<file path="config.mk">
export PLATFORM = sky130hd
export DESIGN_NAME = pipelined_addsub
export DESIGN_NICKNAME = d
export VERILOG_FILES = /design/src/rtl/pipelined_addsub_pkg.sv /design/src/rtl/addsub_chunk.sv /design/src/rtl/full_adder.sv /design/src/rtl/pipelined_addsub.sv
export SDC_FILE = /design/constraint.sdc
export NUM_CORES = 1
export LEC_CHECK = 0
export ABC_AREA = 1
export ABC_CLOCK_PERIOD_IN_PS = 3320
export BUFFER_PORTS_ARGS = -buffer_cell sky130_fd_sc_hd__buf_4
export CAP_MARGIN = 20
export CELL_PAD_IN_SITES_DETAIL_PLACEMENT = 1
export CELL_PAD_IN_SITES_GLOBAL_PLACEMENT = 2
export CORE_ASPECT_RATIO = 0.75
export CORE_MARGIN = 5
export CORE_UTILIZATION = 35
export DETAILED_ROUTE_END_ITERATION = 8
export GPL_TIMING_DRIVEN = 0
export PLACE_DENSITY = 0.76
export SETUP_SLACK_MARGIN = 0.05
export SYNTH_ARGS = -nofsm -noshare
export SYNTH_HDL_FRONTEND = slang
export SYNTH_SLANG_ARGS = --single-unit
</file>
<file path="constraint.sdc">
create_clock -name clk -period 3.32 [get_ports clk]
set_clock_uncertainty 0.2 [all_clocks]
set_input_delay 0.332 -clock clk [delete_from_list [all_inputs] [get_ports clk]]
set_output_delay 0.332 -clock clk [all_outputs]
set_load 0.02 [all_outputs]
</file>
<file path="src/rtl/pipelined_addsub_pkg.sv">
// -----------------------------------------------------------------------------
// pipelined_addsub_pkg
//   Shared definitions for the pipelined adder/subtractor:
//   - op-mode encoding (ADD = 0, SUB = 1)
//   - chunk width derivation (CHUNK = WIDTH / STAGES)
//   - divisibility check used at elaboration time by the top level
// -----------------------------------------------------------------------------
package pipelined_addsub_pkg;

   typedef enum logic {
      OP_ADD = 1'b0,
      OP_SUB = 1'b1
   } op_mode_e;

   // Bits handled by each pipeline stage.
   function automatic int chunk_width(input int width, input int stages);
      return width / stages;
   endfunction

   // True when the operand width splits evenly into the requested stages.
   function automatic bit width_divisible(input int width, input int stages);
      return (stages > 0) && ((width % stages) == 0);
   endfunction

endpackage

</file>
<file path="src/rtl/addsub_chunk.sv">
// -----------------------------------------------------------------------------
// addsub_chunk
//   Combinational CHUNK-bit ripple adder built from full_adder cells. Operand
//   inversion for subtraction happens upstream; this block only adds.
// Ports:
//   a, b   in  [CHUNK-1:0] chunk operands
//   cin    in  carry into the chunk LSB
//   s      out [CHUNK-1:0] chunk sum
//   cout   out carry out of the chunk MSB
//   c_msb  out carry into the chunk MSB (overflow detection on the top chunk)
// -----------------------------------------------------------------------------
module addsub_chunk #(
   parameter int CHUNK = 4
) (
   input  logic [CHUNK-1:0] a,
   input  logic [CHUNK-1:0] b,
   input  logic             cin,
   output logic [CHUNK-1:0] s,
   output logic             cout,
   output logic             c_msb
);

   logic [CHUNK:0] carry;

   assign carry[0] = cin;

   genvar gi;
   generate
      for (gi = 0; gi < CHUNK; gi++) begin : g_bit
         full_adder u_fa (
            .a    (a[gi]),
            .b    (b[gi]),
            .cin  (carry[gi]),
            .s    (s[gi]),
            .cout (carry[gi+1])
         );
      end
   endgenerate

   assign cout  = carry[CHUNK];
   assign c_msb = carry[CHUNK-1];

endmodule

</file>
<file path="src/rtl/full_adder.sv">
// -----------------------------------------------------------------------------
// full_adder
//   Single-bit full adder cell, the building block of the ripple chunks.
// Ports:
//   a, b  in  operand bits
//   cin   in  carry in
//   s     out sum bit
//   cout  out carry out
// -----------------------------------------------------------------------------
module full_adder (
   input  logic a,
   input  logic b,
   input  logic cin,
   output logic s,
   output logic cout
);

   assign s    = a ^ b ^ cin;
   assign cout = (a & b) | (a & cin) | (b & cin);

endmodule

</file>
<file path="src/rtl/pipelined_addsub.sv">
// -----------------------------------------------------------------------------
// pipelined_addsub
//   Pipelined ripple-carry adder/subtractor. The operands are split into
//   STAGES chunks of CHUNK bits; stage k adds chunk k and registers its carry
//   for stage k+1. Operand chunks not yet consumed travel in skew registers,
//   finished sum chunks accumulate in de-skew registers, so one transaction's
//   result leaves the last stage complete in a single beat.
//   All stages advance together (adv) whenever the output slot is empty or
//   being accepted; otherwise the whole pipe holds.
// Ports:
//   clk        in   rising-edge clock
//   rst_n      in   asynchronous active-low reset
//   in_valid   in   operands valid
//   in_ready   out  operands accepted this cycle (= adv)
//   a, b       in   [WIDTH-1:0] operands
//   cin        in   carry in (add only)
//   sub        in   0: a+b+cin, 1: a-b
//   out_valid  out  result valid
//   out_ready  in   consumer accepts result
//   sum        out  [WIDTH-1:0] result mod 2^WIDTH
//   cout       out  carry out of MSB (subtract: 1 = no borrow)
//   ovf        out  signed overflow
// -----------------------------------------------------------------------------
module pipelined_addsub
   import pipelined_addsub_pkg::*;
#(
   parameter int WIDTH  = 16,
   parameter int STAGES = 4
) (
   input  logic             clk,
   input  logic             rst_n,
   input  logic             in_valid,
   output logic             in_ready,
   input  logic [WIDTH-1:0] a,
   input  logic [WIDTH-1:0] b,
   input  logic             cin,
   input  logic             sub,
   output logic             out_valid,
   input  logic             out_ready,
   output logic [WIDTH-1:0] sum,
   output logic             cout,
   output logic             ovf
);

   localparam int CHUNK = chunk_width(WIDTH, STAGES);

   generate
      if (!width_divisible(WIDTH, STAGES)) begin : g_width_check
         $error("pipelined_addsub: WIDTH (%0d) must be divisible by STAGES (%0d)", WIDTH, STAGES);
      end
   endgenerate

   op_mode_e         op;
   logic [WIDTH-1:0] b_eff;
   logic             carry0;
   logic             adv;

   assign op     = sub ? OP_SUB : OP_ADD;
   // Subtraction as a + ~b + 1: invert once at the input, force the carry in.
   assign b_eff  = (op == OP_SUB) ? ~b : b;
   assign carry0 = (op == OP_SUB) ? 1'b1 : cin;

   assign adv      = !out_valid || out_ready;
   assign in_ready = adv;

   genvar gi;
   generate
      for (gi = 0; gi < STAGES; gi++) begin : g_stage
         // DONE: sum bits completed before this stage; REM: operand bits still
         // pending on entry to this stage (this chunk and everything above it).
         localparam int DONE = gi * CHUNK;
         localparam int REM  = WIDTH - DONE;

         logic [REM-1:0]        a_in;
         logic [REM-1:0]        b_in;
         logic                  carry_in;
         logic                  valid_in;
         logic [DONE+CHUNK-1:0] sum_src;

         logic [CHUNK-1:0]      chunk_sum;
         logic                  chunk_cout;
         logic                  chunk_cmsb;

         logic [DONE+CHUNK-1:0] sum_d,   sum_q;
         logic                  carry_d, carry_q;
         logic                  valid_d, valid_q;

         if (gi == 0) begin : g_first
            assign a_in     = a;
            assign b_in     = b_eff;
            assign carry_in = carry0;
            assign valid_in = in_valid;
            assign sum_src  = chunk_sum;
         end else begin : g_next
            assign a_in     = g_stage[gi-1].g_skew.a_rest_q;
            assign b_in     = g_stage[gi-1].g_skew.b_rest_q;
            assign carry_in = g_stage[gi-1].carry_q;
            assign valid_in = g_stage[gi-1].valid_q;
            // New chunk lands above the already-finished lower chunks.
            assign sum_src  = {chunk_sum, g_stage[gi-1].sum_q};
         end

         addsub_chunk #(
            .CHUNK (CHUNK)
         ) u_chunk (
            .a     (a_in[CHUNK-1:0]),
            .b     (b_in[CHUNK-1:0]),
            .cin   (carry_in),
            .s     (chunk_sum),
            .cout  (chunk_cout),
            .c_msb (chunk_cmsb)
         );

         always_comb begin
            valid_d = valid_q;
            carry_d = carry_q;
            sum_d   = sum_q;
            if (adv) begin
               valid_d = valid_in;
               carry_d = chunk_cout;
               sum_d   = sum_src;
            end
         end

         always_ff @(posedge clk or negedge rst_n) begin
            if (!rst_n) begin
               valid_q <= 1'b0;
               carry_q <= 1'b0;
               sum_q   <= '0;
            end else begin
               valid_q <= valid_d;
               carry_q <= carry_d;
               sum_q   <= sum_d;
            end
         end

         if (gi < STAGES - 1) begin : g_skew
            // Operand chunks above this one, delayed for the later stages.
            logic [REM-CHUNK-1:0] a_rest_d, a_rest_q;
            logic [REM-CHUNK-1:0] b_rest_d, b_rest_q;
            // Only the top chunk's MSB carry matters for overflow.
            logic                 cmsb_unused;

            assign cmsb_unused = chunk_cmsb;

            always_comb begin
               a_rest_d = a_rest_q;
               b_rest_d = b_rest_q;
               if (adv) begin
                  a_rest_d = a_in[REM-1:CHUNK];
                  b_rest_d = b_in[REM-1:CHUNK];
               end
            end

            always_ff @(posedge clk or negedge rst_n) begin
               if (!rst_n) begin
                  a_rest_q <= '0;
                  b_rest_q <= '0;
               end else begin
                  a_rest_q <= a_rest_d;
                  b_rest_q <= b_rest_d;
               end
            end
         end else begin : g_last
            logic ovf_d, ovf_q;

            // Signed overflow: carry into the MSB differs from carry out.
            always_comb begin
               ovf_d = ovf_q;
               if (adv) begin
                  ovf_d = chunk_cmsb ^ chunk_cout;
               end
            end

            always_ff @(posedge clk or negedge rst_n) begin
               if (!rst_n) begin
                  ovf_q <= 1'b0;
               end else begin
                  ovf_q <= ovf_d;
               end
            end
         end
      end
   endgenerate

   assign out_valid = g_stage[STAGES-1].valid_q;
   assign sum       = g_stage[STAGES-1].sum_q;
   assign cout      = g_stage[STAGES-1].carry_q;
   assign ovf       = g_stage[STAGES-1].g_last.ovf_q;

endmodule
</file>
==> flow_metrics.tcl <==
set metrics [dict create \
    synthTopCellsByCount "228 x nand2_1, 97 x dfrtp_1, 48 x inv_1" \
    syn_inst 470 \
    rsz0062_at_grt "no" \
    cts_resized 0 \
    worstPathBufferInverterCount 3 \
    synth_edf_count 0 \
    hold_depth 3 \
    hold_path.class "input port to register" \
    synth_top_family_by_area "simple AND/OR/NAND/NOR gates" \
    grt_pass1_vias 3295 \
    h-tree-depth 3 \
    ys_seq_elements 97 \
    final-hold-violation-count 0 \
    layout.nets 601 \
    crit_required_ns 3.38 \
    fmax_ghz 0.3705 \
    drt.antenna.violating_nets 0 \
    cp_slowest_cell "fa_1" \
    die-area_um2 14390 \
    dpl.hpwl_um 7395 \
    grt_max_degree 52 \
    fin_crit_sh 0.8130 \
    cts_tree "done" \
    core-area_um2 11700 \
    crit_start "g_stage[2].carry_q" \
    crit_top_cell "fa_1" \
    drive_gt1_frac 0.1775 \
    num_vias 3113 \
    irDropWorstVdd_mv 0.3263 \
    critical_path_class "register to register" \
    r2r_cells 8 \
    async_flop_share 1.000 \
    finalCriticalPeriod_ns 2.699 \
    overflow 0 \
    tightest_slew_ns 0.6357 \
    drt_first_pass_iters 4 \
    fp.dieW_um 136.9 \
    synthMuxAreaShare 0 \
    synthSimpleGateAreaFrac 0.2225 \
    syn_avg_cell_area_um2 8.987 \
    finalMaxSlewViolations 0 \
    synth_compound_area_frac 0.04384 \
    rows 34 \
    synth_area_um2 4224 \
    routed_via_density 4.360 \
    yosysTopAreaCell "dfrtp_1" \
    synth_nets 524 \
    start_util 0.3611 \
    leakagePower_nw 2.806 \
    synth.area.top_cells "dfrtp_1 57%, nand2_1 20%, fa_1 7.6%, o21ai_0 4.4%, inv_1 4.3%" \
    post_drt_wl_per_cell_um 14.35 \
    endpoint_kind "register" \
    synth_top_flop_cell "dfrtp_1" \
    reg2reg_from "g_stage[2].carry_q" \
    min_from "a[10]" \
    die_h_um 105.1 \
    globalplace.congestion 0.7638 \
    placed_area_um2 4875 \
    numCtsBuffers 9 \
    port_buffers 56 \
    crit_family "adder cells" \
    synthAdderAreaFrac 0.07583 \
    antenna_found_initial 0 \
    diodes 0 \
    clk_path_buf_depth 2 \
    crit_path_max_fanout 2 \
    areaGrowthSynthToFinish_pct 25.36 \
    drt_iter0_drc 106 \
    crit_chain "inv_1, fa_1, inv_1, fa_1, fa_1, inv_1, fa_1, o21ai_0" \
    setup_viol 0 \
    outcome "finished, final reports clean" \
    design_area_um2 5295 \
    cts_sinks 97 \
    clkTransAtPathRegs_ns 0.07 \
    ys_warn_count 0 \
    worst-path-stages 8 \
    yosysMostFrequentCell "nand2_1" \
    synth_top_area_frac 0.5746 \
    cp-start-kind "register" \
    relSlewSlack 0.5762 \
    track_usage 0.1544 \
    synthXorXnorAreaFrac 0.008294 \
    postRouteWirelength_um 10250 \
    boundaryPins 58 \
    synth.distinct_cells 16 \
    reg2reg_slack_ns 0.62 \
    cp_slowest_stage_delay_ns 0.52 \
    synth-seq-area-share 0.5746 \
    cp_data_arrival_time_ns 2.76 \
    clk_latency_ns 0.34 \
    cap_violations 0 \
    fin_setup_tns_ns 0 \
    power_density_nw_per_um2 914.0 \
    drc 0 \
    grt_first_pass_wirelength_um 17180 \
    ctsRootBufferMaster "clkbuf_16" \
]
## layout make-up
class | count | area [um2]
Timing Repair Buffer | 66 | 538.0
Buffer | 23 | 132.6
Inverter | 49 | 183.9
Fill cell | 1394 | 6404
Clock inverter | 6 | 91.34
Sequential cell | 97 | 2427
Multi-Input combinational cell | 301 | 1480
Clock buffer | 10 | 239.0
Tap cell | 162 | 202.7
## through the flow
| stage | power (mW) | setup WS (ns) | utilization | hold WS, ns | std cells |
|---|---|---|---|---|---|
| 3_3_place_gp | 3.676 | 0.3164 | 0.4143 | 0.2315 | 688 |
| 6_report | 4.840 | 0.6210 | 0.4526 | 0.008065 | 714 |
| 3_5_place_dp | 3.755 | 0.2695 | 0.4167 | 0.1937 | 689 |
| 5_1_grt | 5.260 | 0.4532 | 0.4526 | 0.01054 | 714 |
| 2_1_floorplan | 3.045 | 0.5666 | - | -0.1636 | 470 |
| 4_1_cts | 4.922 | 0.5599 | 0.4526 | 0.0007086 | 714 |
## per-layer routing
layer | wire length, um | share of wire | GRT usage
met5 | 0 | 0 | 0
met1 | 5156 | 0.50 | 0.2210
met3 | 352 | 0.034 | 0.03746
met2 | 4543 | 0.44 | 0.2314
met4 | 196 | 0.019 | 0.04915
## power by group
group / total, mW / switching (mW) / internal (mW)
sequential: 1.99 / 0.282 / 1.71
combinational: 1.72 / 1.04 / 0.673
clock: 1.13 / 0.452 / 0.682
## registers in the layout, indices dropped and copies added, names as in the netlist
register                 flops
g_stage.g_skew.a_rest_q     24
g_stage.g_skew.b_rest_q     24
g_stage.sum_q               24
sum                         16
g_stage.carry_q              3
g_stage.valid_q              3
cout                         1
out_valid                    1
ovf                          1
## worst min-delay path: cells and delay by family
kind	cells	cell delay, ns
AO/OA/AOI/OAI	1	0.06
AND/OR/NAND/NOR	1	0.04
buffers and inverters	1	0.08
## worst paths after layout
check | to
worst max-delay path | sum[15]
worst min-delay path | g_stage[0].g_skew.a_rest_q[6]
worst max register to register | sum[15]
worst min register to register | out_valid
max in group asynchronous | g_stage[0].g_skew.a_rest_q[0]
min in group asynchronous | sum[13]
## kinds of logic after synthesis
group	after synthesis
and+or+nand+nor	244
DFF	97
buffers and inverters	72
AOI/OAI and AO/OA	37
adders and majority gates	16
xor gates and xnor gates	4
## placed cells by master (no fill, tap or decap), drive strengths merged
cell type and count:
buf 77, bufinv 2, clkbuf 13, clkinv 1, clkinvlp 3, dfrtp 97
dlygate4sd3 9, fa 16, inv 49, nand2 229, nand3 13, nor2 1
o21ai 37, or2 1, xnor2 2, xor2 2
## timing repair
item / 4_1_cts / 5_1_grt
buffers inserted: 0 / 0
endpoints found under the hold margin: 54 / 0
hold buffers: 9 / 0
endpoints found under the setup margin: 0 / 0
(Power assumes the default switching activity.)
